[src/rtl/calc_pkg.sv]
// Shared definitions for the FPGA <-> Nios II calculator link: word layout,
// receive tags, receive FSM states and the fpga_to_nios opcodes.
package calc_pkg;

    localparam int WORD_W     = 24;
    localparam int PAYLOAD_W  = 20;
    localparam int TOGGLE_BIT = 23;
    localparam int TAG_HI     = 22;
    localparam int TAG_LO     = 20;

    // nios_to_fpga tags
    localparam logic [2:0] TAG_RESULT = 3'b001;
    localparam logic [2:0] TAG_STATUS = 3'b010;
    localparam logic [2:0] TAG_CLEAR  = 3'b111;

    // fpga_to_nios opcodes
    localparam logic [2:0] OP_OPERAND_ONE = 3'b001;
    localparam logic [2:0] OP_OPERAND_TWO = 3'b010;
    localparam logic [2:0] OP_ADD         = 3'b011;
    localparam logic [2:0] OP_SUB         = 3'b100;
    localparam logic [2:0] OP_MUL         = 3'b101;
    localparam logic [2:0] OP_DIV         = 3'b110;
    localparam logic [2:0] OP_CLEAR       = 3'b111;

    typedef enum logic [1:0] {
        IDLE      = 2'b00,
        WAIT_RES  = 2'b01,
        WAIT_STAT = 2'b10
    } rx_state_e;

endpackage

[src/rtl/nios_result_rx_if.sv]
// PIO handshake and result bus between the Nios result receiver and the
// calculator top level.
interface nios_result_rx_if;
    import calc_pkg::*;

    logic [WORD_W-1:0]    pio_word;
    logic                 req;
    logic                 clr;
    logic                 ack_toggle;
    logic                 busy;
    logic [PAYLOAD_W-1:0] result;
    logic [PAYLOAD_W-1:0] result_mag;
    logic                 neg_out;
    logic                 div_zero;
    logic                 overflow;
    logic                 timeout;
    logic                 result_valid;

    modport master (
        output pio_word, req, clr,
        input  ack_toggle, busy, result, result_mag, neg_out,
               div_zero, overflow, timeout, result_valid
    );

    modport slave (
        input  pio_word, req, clr,
        output ack_toggle, busy, result, result_mag, neg_out,
               div_zero, overflow, timeout, result_valid
    );

endinterface

[src/rtl/abs20.sv]
// Combinational two's-complement magnitude of a 20-bit value. The most
// negative value maps onto itself (no saturation).
module abs20 (
    input  logic [19:0] value,
    output logic [19:0] magnitude,
    output logic        negative
);

    assign negative  = value[19];
    assign magnitude = value[19] ? (~value + 20'd1) : value;

endmodule

[src/rtl/nios_result_rx.sv]
// Receives RESULT/STATUS frames from the Nios II over a toggle/ack PIO and
// presents the registered signed result, its magnitude and status flags.
module nios_result_rx
    import calc_pkg::*;
#(
    parameter int TIMEOUT_CYCLES = 50000000,
    parameter int CNT_W          = 26
) (
    input  logic            fifty_MHz,
    input  logic            reset,
    nios_result_rx_if.slave bus
);

    localparam logic [CNT_W-1:0] CNT_LAST = CNT_W'(TIMEOUT_CYCLES - 1);
    localparam logic [CNT_W-1:0] CNT_ONE  = {{(CNT_W-1){1'b0}}, 1'b1};

    rx_state_e            state_r, state_s;
    logic [WORD_W-1:0]    word_r;
    logic [CNT_W-1:0]     cnt_r, cnt_s;
    logic [PAYLOAD_W-1:0] shadow_r, shadow_s;
    logic [PAYLOAD_W-1:0] result_r, result_s, mag_r, mag_s;
    logic                 ack_r, ack_s, neg_r, neg_s, dz_r, dz_s, ov_r, ov_s;
    logic                 to_r, to_s, valid_r, valid_s, busy_r, busy_s;

    logic [2:0]           tag_s;
    logic [PAYLOAD_W-1:0] payload_s, shadow_mag_s;
    logic                 pending_s, expired_s, shadow_neg_s;

    assign tag_s     = word_r[TAG_HI:TAG_LO];
    assign payload_s = word_r[PAYLOAD_W-1:0];
    assign pending_s = word_r[TOGGLE_BIT] ^ ack_r;
    assign expired_s = (cnt_r == CNT_LAST);

    abs20 u_abs (
        .value     (shadow_r),
        .magnitude (shadow_mag_s),
        .negative  (shadow_neg_s)
    );

    // Next-state and next-output logic. Taking ack from the word's toggle
    // accepts a pending word and is a no-op when nothing is pending.
    always_comb begin
        state_s  = state_r;
        ack_s    = ack_r;
        cnt_s    = cnt_r;
        shadow_s = shadow_r;
        result_s = result_r;
        mag_s    = mag_r;
        neg_s    = neg_r;
        dz_s     = dz_r;
        ov_s     = ov_r;
        to_s     = to_r;
        valid_s  = 1'b0;

        if (bus.clr) begin
            state_s  = IDLE;
            ack_s    = word_r[TOGGLE_BIT];
            cnt_s    = '0;
            result_s = '0;
            mag_s    = '0;
            neg_s    = 1'b0;
            dz_s     = 1'b0;
            ov_s     = 1'b0;
            to_s     = 1'b0;
        end else begin
            case (state_r)
                IDLE: begin
                    if (bus.req) begin
                        state_s = WAIT_RES;
                        cnt_s   = '0;
                        to_s    = 1'b0;
                    end else begin
                        ack_s = word_r[TOGGLE_BIT];
                    end
                end
                WAIT_RES, WAIT_STAT: begin
                    if (pending_s) begin
                        ack_s = word_r[TOGGLE_BIT];
                        case (tag_s)
                            TAG_RESULT: begin
                                shadow_s = payload_s;
                                cnt_s    = '0;
                                state_s  = WAIT_STAT;
                            end
                            TAG_STATUS: begin
                                state_s = IDLE;
                                valid_s = 1'b1;
                                if (state_r == WAIT_STAT) begin
                                    result_s = shadow_r;
                                    mag_s    = shadow_mag_s;
                                    neg_s    = shadow_neg_s;
                                    dz_s     = payload_s[0];
                                    ov_s     = payload_s[1];
                                end else begin
                                    // STATUS without RESULT: protocol error
                                    to_s = 1'b0;
                                    dz_s = 1'b1;
                                    ov_s = 1'b1;
                                end
                            end
                            default: state_s = IDLE;
                        endcase
                    end else if (expired_s) begin
                        state_s = IDLE;
                        to_s    = 1'b1;
                        valid_s = 1'b1;
                    end else begin
                        cnt_s = cnt_r + CNT_ONE;
                    end
                end
                default: state_s = IDLE;
            endcase
        end

        busy_s = (state_s != IDLE);
    end

    // State, input word and output registers.
    always_ff @(posedge fifty_MHz or negedge reset) begin
        if (!reset) begin
            state_r  <= IDLE;
            word_r   <= '0;
            ack_r    <= 1'b0;
            cnt_r    <= '0;
            shadow_r <= '0;
            result_r <= '0;
            mag_r    <= '0;
            neg_r    <= 1'b0;
            dz_r     <= 1'b0;
            ov_r     <= 1'b0;
            to_r     <= 1'b0;
            valid_r  <= 1'b0;
            busy_r   <= 1'b0;
        end else begin
            state_r  <= state_s;
            word_r   <= bus.pio_word;
            ack_r    <= ack_s;
            cnt_r    <= cnt_s;
            shadow_r <= shadow_s;
            result_r <= result_s;
            mag_r    <= mag_s;
            neg_r    <= neg_s;
            dz_r     <= dz_s;
            ov_r     <= ov_s;
            to_r     <= to_s;
            valid_r  <= valid_s;
            busy_r   <= busy_s;
        end
    end

    assign bus.ack_toggle   = ack_r;
    assign bus.busy         = busy_r;
    assign bus.result       = result_r;
    assign bus.result_mag   = mag_r;
    assign bus.neg_out      = neg_r;
    assign bus.div_zero     = dz_r;
    assign bus.overflow     = ov_r;
    assign bus.timeout      = to_r;
    assign bus.result_valid = valid_r;

endmodule

[src/flat_wrapper.sv]
// flat-port wrapper written by rule: the top's interface ports become plain ports
module nios_result_rx_flat import calc_pkg::*;
#(
    parameter int TIMEOUT_CYCLES = 50000000,
    parameter int CNT_W          = 26
)
  (fifty_MHz, reset, bus_pio_word, bus_req, bus_clr, bus_ack_toggle, bus_busy, bus_result, bus_result_mag, bus_neg_out, bus_div_zero, bus_overflow, bus_timeout, bus_result_valid);
  nios_result_rx_if bus_i ();
  input  logic fifty_MHz;
  input  logic reset;
  input wire logic [$bits(bus_i.pio_word)-1:0] bus_pio_word;
  input wire logic [$bits(bus_i.req)-1:0] bus_req;
  input wire logic [$bits(bus_i.clr)-1:0] bus_clr;
  output wire logic [$bits(bus_i.ack_toggle)-1:0] bus_ack_toggle;
  output wire logic [$bits(bus_i.busy)-1:0] bus_busy;
  output wire logic [$bits(bus_i.result)-1:0] bus_result;
  output wire logic [$bits(bus_i.result_mag)-1:0] bus_result_mag;
  output wire logic [$bits(bus_i.neg_out)-1:0] bus_neg_out;
  output wire logic [$bits(bus_i.div_zero)-1:0] bus_div_zero;
  output wire logic [$bits(bus_i.overflow)-1:0] bus_overflow;
  output wire logic [$bits(bus_i.timeout)-1:0] bus_timeout;
  output wire logic [$bits(bus_i.result_valid)-1:0] bus_result_valid;
  assign bus_i.pio_word = bus_pio_word;
  assign bus_i.req = bus_req;
  assign bus_i.clr = bus_clr;
  assign bus_ack_toggle = bus_i.ack_toggle;
  assign bus_busy = bus_i.busy;
  assign bus_result = bus_i.result;
  assign bus_result_mag = bus_i.result_mag;
  assign bus_neg_out = bus_i.neg_out;
  assign bus_div_zero = bus_i.div_zero;
  assign bus_overflow = bus_i.overflow;
  assign bus_timeout = bus_i.timeout;
  assign bus_result_valid = bus_i.result_valid;
  nios_result_rx #(.TIMEOUT_CYCLES(TIMEOUT_CYCLES), .CNT_W(CNT_W)) u_core (.fifty_MHz(fifty_MHz), .reset(reset), .bus(bus_i));
endmodule
[config.mk]
export PLATFORM = sky130hd
export DESIGN_NAME = nios_result_rx_flat
export DESIGN_NICKNAME = d
export VERILOG_FILES = /design/src/rtl/calc_pkg.sv /design/src/rtl/nios_result_rx_if.sv /design/src/rtl/abs20.sv /design/src/rtl/nios_result_rx.sv /design/src/flat_wrapper.sv
export SDC_FILE = /design/constraint.sdc
export NUM_CORES = 1
export LEC_CHECK = 0
export CORE_UTILIZATION = 59
export CTS_CLUSTER_DIAMETER = 40
export DETAILED_ROUTE_END_ITERATION = 16
export PLACE_DENSITY = 0.86
export SYNTH_ARGS = -nofsm -noshare
export SYNTH_HDL_FRONTEND = slang
export SYNTH_SLANG_ARGS = --single-unit
[constraint.sdc]
create_clock -name fifty_MHz -period 4.5 [get_ports fifty_MHz]
set_clock_uncertainty 0.2 [all_clocks]
set_input_delay 0.9 -clock fifty_MHz [delete_from_list [all_inputs] [get_ports fifty_MHz]]
set_output_delay 0.9 -clock fifty_MHz [all_outputs]
set_load 0.1 [all_outputs]
==> flow_metrics.py <==
metrics = {
    "critical_path": {
        "startpoint": "u_core.bus.ack_toggle$_DFFE_PN0P_",
        "cp_num_cells": 1,
        "rr_worst_depth": 7,
        "r2r-end": "u_core.cnt_r[25]$_DFFE_PN0P_",
        "rrSetupSlack_ns": 1.30,
        "slowest_delay_ns": 1.18,
        "cp-endpoint": "bus_ack_toggle",
        "crit_path_end_kind": "output port",
        "crit_path_max_fanout": 4,
        "critical_path.slowest_cell": "clkdlybuf4s50_1",
        "worstPathArrival_ns": 2.17,
        "path_buf_inv": 1,
        "cp-start-kind": "flop",
        "crit_chain": "clkdlybuf4s50_1",
        "reg2reg_from": "u_core.state_r[1]$_DFF_PN0_",
        "path_delay_family": "buffers and inverters",
        "path_class": "flop to output port",
        "required_ns": 3.40,
    },
    "routing": {
        "ant_nets": 0,
        "via_count": 4394,
        "drtPass1Iterations": 5,
        "avgViaCountPerCell": 6.30,
        "drt_iter0_markers": 301,
        "drc": 0,
        "post_drt_wl_per_cell_um": 17.9,
        "wl_um": 12500,
    },
    "run_status": {
        "outcome": "finished, final reports clean",
    },
    "grt": {
        "grt_first_pass_wirelength_um": 21100,
        "use_met2_pct": 45.7,
        "grt_pass1_vias": 4277,
        "grt_use_met3_pct": 6.33,
        "grt_antenna_before_repair": 0,
        "met1_usage_pct": 37.0,
        "grt_use_total_pct": 27.9,
        "grt_max_degree": 55,
        "overflow": 0,
        "grt_busiest_layer": "met2",
    },
    "job": {
        "drv_cap": 0,
    },
    "sta": {
        "worst-slew-pin-transition_ns": 1.13,
        "drv_slew": 0,
        "fin_crit_ns": 3.27,
        "fmax_mhz": 306,
        "rsz0062_at_grt": "no",
        "finalCritPeriodShare_pct": 72.7,
        "relSlewSlack_pct": 24.7,
        "finalHoldViolCount": 0,
        "tns_ns": 0,
        "finalSetupViolCount": 0,
    },
    "floorplan": {
        "initial_core_util_pct": 61.5,
        "die_width_um": 97.6,
        "ios": 75,
        "die_area_sq_um": 9520,
        "coreArea_sq_um": 8760,
        "die_height_um": 97.6,
        "num_rows": 34,
    },
    "pwr": {
        "switching_share_pct": 28.3,
        "power_density_nw_per_um2": 426,
        "comb_power_share_pct": 12.3,
        "p_int_uw": 2050,
        "power.switching_uw": 809,
        "p_leak_uw": 0.00274,
        "pwr-share-seq_pct": 41.5,
        "pwr-share-clk_pct": 46.2,
        "irDropWorstVdd_mv": 0.269,
    },
    "clocking": {
        "cts_inserted_buffers": 17,
        "ctsRootBufferMaster": "clkbuf_8",
        "cts_buffer_depth": 2,
        "htreeDepth": 4,
        "post_cts_buffers": 0,
        "insertion_delay_ns": 0.52,
        "cts-resized-gates": 0,
        "cts_tree": "built",
        "clk_pin_slew_ns": 0.06,
        "cts_hold_buf": 0,
        "cts.sinks": 117,
    },
    "synthesis": {
        "synthDistinctLibCells": 58,
        "muxShareOfSynthArea_pct": 4.78,
        "syn_inst": 510,
        "synth_top_area_share_pct": 54.3,
        "synth-seq-cells": 117,
        "ys_warn_count": 0,
        "syn_area_per_cell_sq_um": 10.6,
        "synth-main-ff-cell": "dfrtp_1",
        "synth_area_leaders": "dfrtp_1 54%, mux2_2 4.6%, nand2_1 4.3%, a21oi_1 3.9%, xor2_1 2.8%",
        "synth-simple-area-share_pct": 19.4,
        "yosysTopAreaCell": "dfrtp_1",
        "synth_area_sq_um": 5390,
        "synth-compound-area-share_pct": 13.3,
        "synth_fp_nets": 543,
        "synthXorXnorAreaFrac_pct": 3.69,
        "synthArstFlopShare_pct": 100,
        "synth_edf_count": 0,
        "synth_top_family_by_area": "simple AND/OR/NAND/NOR gates",
        "synthAdderAreaFrac_pct": 1.16,
        "ys_seq_area_share_pct": 54.3,
    },
    "place": {
        "gp_congestion": 0.914,
        "hpwlAfterDp_um": 8150,
        "port_buffers": 74,
    },
    "finish": {
        "final_util_pct": 76.7,
        "syn_to_final_growth_pct": 24.7,
        "fin_nets": 610,
        "drive_gt1_share_pct": 13.1,
        "antennaDiodeCount": 0,
    },
    "hold_path": {
        "min-delay-path-class": "input pin to async pin",
    },
}
[per-stage QoR]
step	hold slack, ns	cell area [sq um]	worst slack (ns)	std cells	total power (uW)
final	0.175	6720	1.23	698	2860
after global routing	0.222	6720	1.09	698	2950
after CTS	0.192	6720	1.22	698	2860
after detailed placement	0.270	6140	0.972	666	1540
after global placement	0.258	6140	1.05	666	1520
after floorplan	0.256	5390	1.85	510	1430
[state kept, by name (all words and copies together) (netlist names), 2 cells and up]
name	flops
u_core.cnt_r	26
u_core.shadow_r	20
u_core.bus.result_mag	20
u_core.bus.result	19
u_core.state_r	2
u_core.word_r	24
[cells in the final DEF, fill, tap and decap left out, drive strengths merged, types with 16 or more instances in the layout]
| cell | n |
|---|---|
| a211oi | 16 |
| dfrtp | 117 |
| nand2 | 62 |
| xor2 | 18 |
| a21oi | 42 |
| nand4 | 21 |
| clkdlybuf4s50 | 72 |
| nor2 | 35 |
| o21ai | 22 |
| mux2 | 22 |
| clkbuf | 17 |
[synthesized netlist by cell type (all sizes together) (4+ instances only)]
master  count
dfrtp     117
nand2      62
a21oi      42
nor2       35
mux2       22
o21ai      22
nand4      21
clkbuf     19
xor2       18
a211oi     16
nand3      14
or3        14
buf        11
or4        11
inv         7
nor4        7
o31ai       7
nor3        6
o41ai       6
a31oi       5
ha          5
and2        4
and3        4
[power by group through the flow]
| stage | clock network [uW] | registers, uW | logic, uW |
|---|---|---|---|
| after floorplan | 0 | 1190 | 245 |
| after global placement | 0 | 1200 | 328 |
| after detailed placement | 0 | 1200 | 343 |
| after CTS | 1330 | 1180 | 350 |
| after global routing | 1380 | 1190 | 380 |
| final | 1320 | 1190 | 352 |
[cells by family (layout without fill, tap and decap cells)]
group	after synthesis	count (layout)
AND/OR/NAND/NOR	196	196
adder cells (fa/ha/maj)	5	5
AO/OA/AOI/OAI	111	111
multiplexers	23	23
buffers and inverters	37	117
XOR/XNOR	21	21
flip-flops	117	117
[cell type report]
type	count	area, sq um
Sequential cell	117	2930
Multi-Input combinational cell	356	2290
Fill cell	541	2040
Timing Repair Buffer	78	763
Clock buffer	17	414
Clock inverter	15	169
Tap cell	108	135
Inverter	7	26.3
[worst min path at each step]
stage | start | end | slack, ns | cells after the start
CTS | reset | u_core.bus.result[12]$_DFFE_PN0P_ | 0.19 | 1
finish | reset | u_core.bus.result_mag[13]$_DFFE_PN0P_ | 0.17 | 1
global route | reset | u_core.bus.result[12]$_DFFE_PN0P_ | 0.22 | 1
global placement | u_core.word_r[8]$_DFF_PN0_ | u_core.shadow_r[8]$_DFFE_PN0P_ | 0.26 | 1
detailed placement | u_core.word_r[14]$_DFF_PN0_ | u_core.shadow_r[14]$_DFFE_PN0P_ | 0.27 | 1
floorplan | u_core.word_r[10]$_DFF_PN0_ | u_core.shadow_r[10]$_DFFE_PN0P_ | 0.26 | 1
[per-layer routing]
layer | wire length [um] | share of wire (%) | vias up
met2 | 6450 | 51 | 195
met5 | 0 | 0 | -
met1 | 5100 | 41 | 2179
met4 | 190 | 1.5 | 0
li1 | - | - | 1999
met3 | 790 | 6.3 | 21
Note: power is estimated with default switching activity, not from simulation.
==> patch 1: new RTL, config.mk and constraints unchanged <==
`word_r` no longer has a reset.
--- a/src/rtl/nios_result_rx.sv
+++ b/src/rtl/nios_result_rx.sv
@@ -121,3 +121,2 @@
             state_r  <= IDLE;
-            word_r   <= '0;
             ack_r    <= 1'b0;
@@ -135,3 +134,2 @@
             state_r  <= state_s;
-            word_r   <= bus.pio_word;
             ack_r    <= ack_s;
@@ -150,2 +148,6 @@
 
+    always_ff @(posedge fifty_MHz) begin
+        word_r <= bus.pio_word;
+    end
+
     assign bus.ack_toggle   = ack_r;
Formal check against the unedited RTL: not equivalent (a bounded check fails within 4 cycles, from zero or initial values and one cycle with reset low).
==> patch 1 against the original RTL <==
Routed wire length down 0.33%; count of clock-buffer cells in the layout up 3; sequential cell count did not move; setup slack better by 82 ps; die area fell by 4.5%; final area is 3.1% lower; utilization is 1.4 points higher; global-route usage is 2.2 points higher; area after synthesis shrank 4.6%; total power grew 2.5%.
==> patch 1: results (changes against the original RTL) <==
| Metric | Value |
|---|---|
| Largest net degree at the start of global routing | `78 (+42%)` |
| GR Util All Layers | `30.0% (+2.2 points)` |
| Dpl hpwl | `7970 µm (-2.1%)` |
| Crit share post-route | `70.8% (-1.8 points)` |
| NetSw | `831 µW (+2.7%)` |
| Hold Crit Class | `reg2reg` |
| Static Leakage | `2.80 nW (+2.1%)` |
| Slew HR | `19.5% (-5.1 points)` |
| Area after DPL | `5920 µm² (-3.6%)` |
| Mapped Nets | `500 (-7.9%)` |
| Adder-Cell Fraction of Synth Area | `1.22% (+0.056 points)` |
| Ratio of cells with drive above 1 in the final layout | `13.8% (+0.77 points)` |
| Dpl cells | `623 (-6.5%)` |
| # nets final | `570 (-6.6%)` |
| R2R depth | `8 (+1)` |
| Number of library cell types mapped by synthesis | `59 (+1.7%)` |
| Post-DR wirelength/cell | `19.1 µm (+6.2%)` |
| CP arrival | `2090 ps (-80 ps)` |
| Drt initial violations | `346 (+15%)` |
| Ys async rst share | `79.5% (-21 points)` |
| Top cells by count, synth | `93 x dfrtp_1, 56 x nand2_1, 24 x dfxtp_1` |
| Global-route wire length before repair | `20400 µm (-3.2%)` |
| CP max FO | `4 (unchanged)` |
| Status | `finished clean` |
| Post-Syn Area per Cell | `11.0 µm² (+4.2%)` |
| R2R Setup Slk | `1590 ps (+290 ps)` |
| Post-Synth XOR/XNOR Area | `3.58% (-0.11 points)` |
| Post-synthesis mux area share | `5.35% (+0.57 points)` |
| Worst path max stage delay | `1160 ps (-20 ps)` |
| Post-place setup slack | `1020 ps (+49.6 ps)` |
| Synth Area in Compound Gates | `14.9% (+1.5 points)` |
-- patch 1: changes by cell type after synthesis, moves of 17 or more --
| cell | before | now |
|---|---|---|
| dfrtp_1 | 117 | 93 |
| dfxtp_1 | 0 | 24 |
| o21ai_0 | 6 | 23 |
| a22o_1 | 0 | 18 |
| a21oi_1 | 42 | 18 |
| nor2_1 | 34 | 13 |
-- patch 1: power groups by stage --
stage | sequential, mW | combinational [mW] | clock (mW)
finish | 1.20 | 0.392 | 1.34
detailed placement | 1.21 | 0.382 | 0
floorplan | 1.19 | 0.284 | 0
global placement | 1.20 | 0.363 | 0
global route | 1.20 | 0.425 | 1.40
CTS | 1.19 | 0.390 | 1.35
-- patch 1: worst min-delay path by stage --
stage / cells past startpoint / start / endpoint / slack (ps)
final: 1 / u_core.word_r[2] / u_core.shadow_r[2] / 270
after detailed placement: 1 / u_core.word_r[2] / u_core.shadow_r[2] / 260
after floorplan: 1 / u_core.word_r[19] / u_core.shadow_r[19] / 240
after global placement: 1 / u_core.word_r[19] / u_core.shadow_r[19] / 240
after CTS: 1 / u_core.word_r[2] / u_core.shadow_r[2] / 270
after global routing: 1 / u_core.word_r[3] / u_core.shadow_r[3] / 280
-- patch 1: final cells by class --
type,instances,area (µm²)
Multi-Input combinational cell,315,2180
Inverter,8,30.0
Tap cell,105,131
Fill cell,508,1820
Clock buffer,20,455
Timing Repair Buffer,78,768
Sequential cell,117,2810
Clock inverter,12,141
-- patch 1: layer usage --
| layer | global-route usage (%) | share of wire (%) |
|---|---|---|
| met1 | 39.6 | 43 |
| met2 | 47.2 | 50 |
| met3 | 7.02 | 5.5 |
| met4 | 13.6 | 1.9 |
| met5 | 0 | 0 |
==> patch 2: new RTL, config.mk and constraints unchanged <==
Without the edit above. `TIMEOUT_CYCLES` is set to 50000000 in 2 places; all go to 37500000.
--- a/src/rtl/nios_result_rx.sv
+++ b/src/rtl/nios_result_rx.sv
@@ -5,3 +5,3 @@
 #(
-    parameter int TIMEOUT_CYCLES = 50000000,
+    parameter int TIMEOUT_CYCLES = 37500000,
     parameter int CNT_W          = 26
--- a/src/flat_wrapper.sv
+++ b/src/flat_wrapper.sv
@@ -3,3 +3,3 @@
 #(
-    parameter int TIMEOUT_CYCLES = 50000000,
+    parameter int TIMEOUT_CYCLES = 37500000,
     parameter int CNT_W          = 26
Formal check against the unedited RTL: no difference found for any inputs over 4 cycles, from zero or initial values and one cycle with reset low; that may be too few to reach the edited logic, so the function may still have changed.
==> patch 2 against the original RTL <==
Critical path depth stayed put; count of clock-buffer cells in the layout is 3 higher; sequential share of layout area is 1.9 points higher; area after synthesis is 6.8% lower; setup slack better by 89 ps; sequential cell count stayed put; routed wire length is 6.6% lower; via count is 13% lower; first-iteration DRC count is 11% higher; final area is 4.2% lower; total power is 0.80% higher; critical path type unchanged; critical endpoint is now bus_result[0].
==> patch 2: results (changes against the original RTL) <==
| Metric | Value |
|---|---|
| Status | `finished clean` |
| VDD IR max | `0.251 mV (-6.5%)` |
| Ys async rst share | `100% (unchanged)` |
| Number of library cell types mapped by synthesis | `53 (-8.6%)` |
| RePlAce Congestion | `0.917 (+0.23%)` |
| Clock Tree Root | `clkbuf_8` |
| Static Leakage | `2.83 nW (+3.0%)` |
| Hold Crit Class | `in2async` |
| Worst-path clk slew | `60 ps (about the same)` |
| Largest net degree at the start of global routing | `47 (-15%)` |
| # nets final | `551 (-9.7%)` |
| Drt first pass iters | `5 (unchanged)` |
| Layout fillers | `480 (-11%)` |
| Pint | `2.13 mW (+3.9%)` |
| Final WL | `11700 µm (-6.6%)` |
| Ratio of cells with drive above 1 in the final layout | `13.9% (+0.89 points)` |
| CTS buffer count | `17 (unchanged)` |
| Top cells by area, synth | `dfrtp_1 58%, mux2_2 4.7%, xor2_1 4.2%, a22o_1 3.1%, nand2_1 3.1%` |
| Gates resized, CTS repair | `0 (unchanged)` |
| Post-DR wirelength/cell | `18.4 µm (+2.5%)` |
| Slew HR | `30.3% (+5.7 points)` |
| CP arrival | `2080 ps (-90 ps)` |
| YS warnings | `0 (unchanged)` |
| Post-Syn Area per Cell | `11.4 µm² (+7.8%)` |
| Most used flip-flop cell after synthesis | `dfrtp_1` |
| Clock latency on the worst-skew pair | `a little over 500 ps` |
| Port Buffers | `74 (unchanged)` |
| Sequential share of the synthesized area | `58.3% (+3.9 points)` |
| Mapped Nets | `474 (-13%)` |
| Crit-path leading delay family | `buffers and inverters` |
| Worst path max stage delay | `1160 ps (-20 ps)` |
| Initial antenna violation count | `0 (unchanged)` |
| Via count | `3831 (-13%)` |
| CTS Buffer Depth | `2 (unchanged)` |
| Drt initial violations | `335 (+11%)` |
| Global-route wire length before repair | `18900 µm (-10%)` |
| CTS HTree Levels | `4 (unchanged)` |
| CP max FO | `3 (-1)` |
| Top cells by count, synth | `117 x dfrtp_1, 42 x nand2_1, 34 x nor2_1` |
| Area after DPL | `5840 µm² (-5.0%)` |
| Dpl hpwl | `7340 µm (-9.9%)` |
| Slowest-stage cell, CP | `clkdlybuf4s50_1` |
| GR Util All Layers | `29.0% (+1.2 points)` |
| Setup Buffers After CTS | `0 (unchanged)` |
| N_diodes | `0 (unchanged)` |
| Biggest regs | `u_core.cnt_r x26, u_core.word_r x24` |
| Dpl cells | `604 (-9.3%)` |
-- patch 2: cell types whose count changed after synthesis, moves of 11 or more --
cell / change
a21oi_1: -31
o21ai_0: +22
nand2_1: -20
a22o_1: +18
a211oi_1: -14
o21ai_1: -14
nand4_1: -13
or3_1: -11
-- patch 2: cell families after synthesis --
logic type / share of synthesized area (%)
xor+xnor: 5.75
simple gates: 15.4
buf+inv: 2.42
fa+ha+maj: 1.25
mux: 5.70
flops: 58.3
compound gates: 11.2
-- patch 2: per-layer routing --
layer / part of all wire, % / global-route usage (%) / vias up / wire [µm]
met5: 0 / 0 / - / 0
met3: 5.9 / 7.93 / 30 / 686
met2: 52 / 48.2 / 160 / 6110
met4: 2.6 / 13.5 / 0 / 310
met1: 39 / 35.0 / 1919 / 4600
li1: - / - / 1722 / -
-- patch 2: metrics by stage --
stage          util [%]  worst slack, ps
2_1_floorplan         -             1720
3_3_place_gp       71.0             1170
3_5_place_dp       71.0             1070
4_1_cts            78.4             1300
5_1_grt            78.4             1270
6_report           78.4             1320
-- patch 2: final cells by class --
type                    count  share of cell area [%]
repair buffers             79                    12.0
clock buffers              20                    7.07
multi-input cells         297                    30.7
inverters                   6                   0.350
well taps                 105                    2.04
flip-flops and latches    117                    45.4
clock inverters            12                    2.35
-- patch 2: final timing paths --
path                                                start                        end  slack [ps]  cells past startpoint
worst max-delay path             u_core.bus.result_mag[0]              bus_result[0]        1320                      1
worst min-delay path                                reset         u_core.shadow_r[6]         130                      1
worst max register to register          u_core.state_r[0]           u_core.cnt_r[24]        1630                      8
worst min register to register  u_core.bus.result_mag[18]  u_core.bus.result_mag[18]         270                      2
max in group asynchronous                           reset            u_core.cnt_r[3]        3040                      2
min in group fifty_MHz          u_core.bus.result_mag[18]  u_core.bus.result_mag[18]         270                      2
-- patch 2: power groups by stage --
stage          sequential (mW)  clock (mW)  combinational [mW]
2_1_floorplan             1.19           0               0.215
3_3_place_gp              1.19           0               0.306
3_5_place_dp              1.20           0               0.317
4_1_cts                   1.18        1.37               0.337
5_1_grt                   1.19        1.43               0.365
6_report                  1.19        1.36               0.338
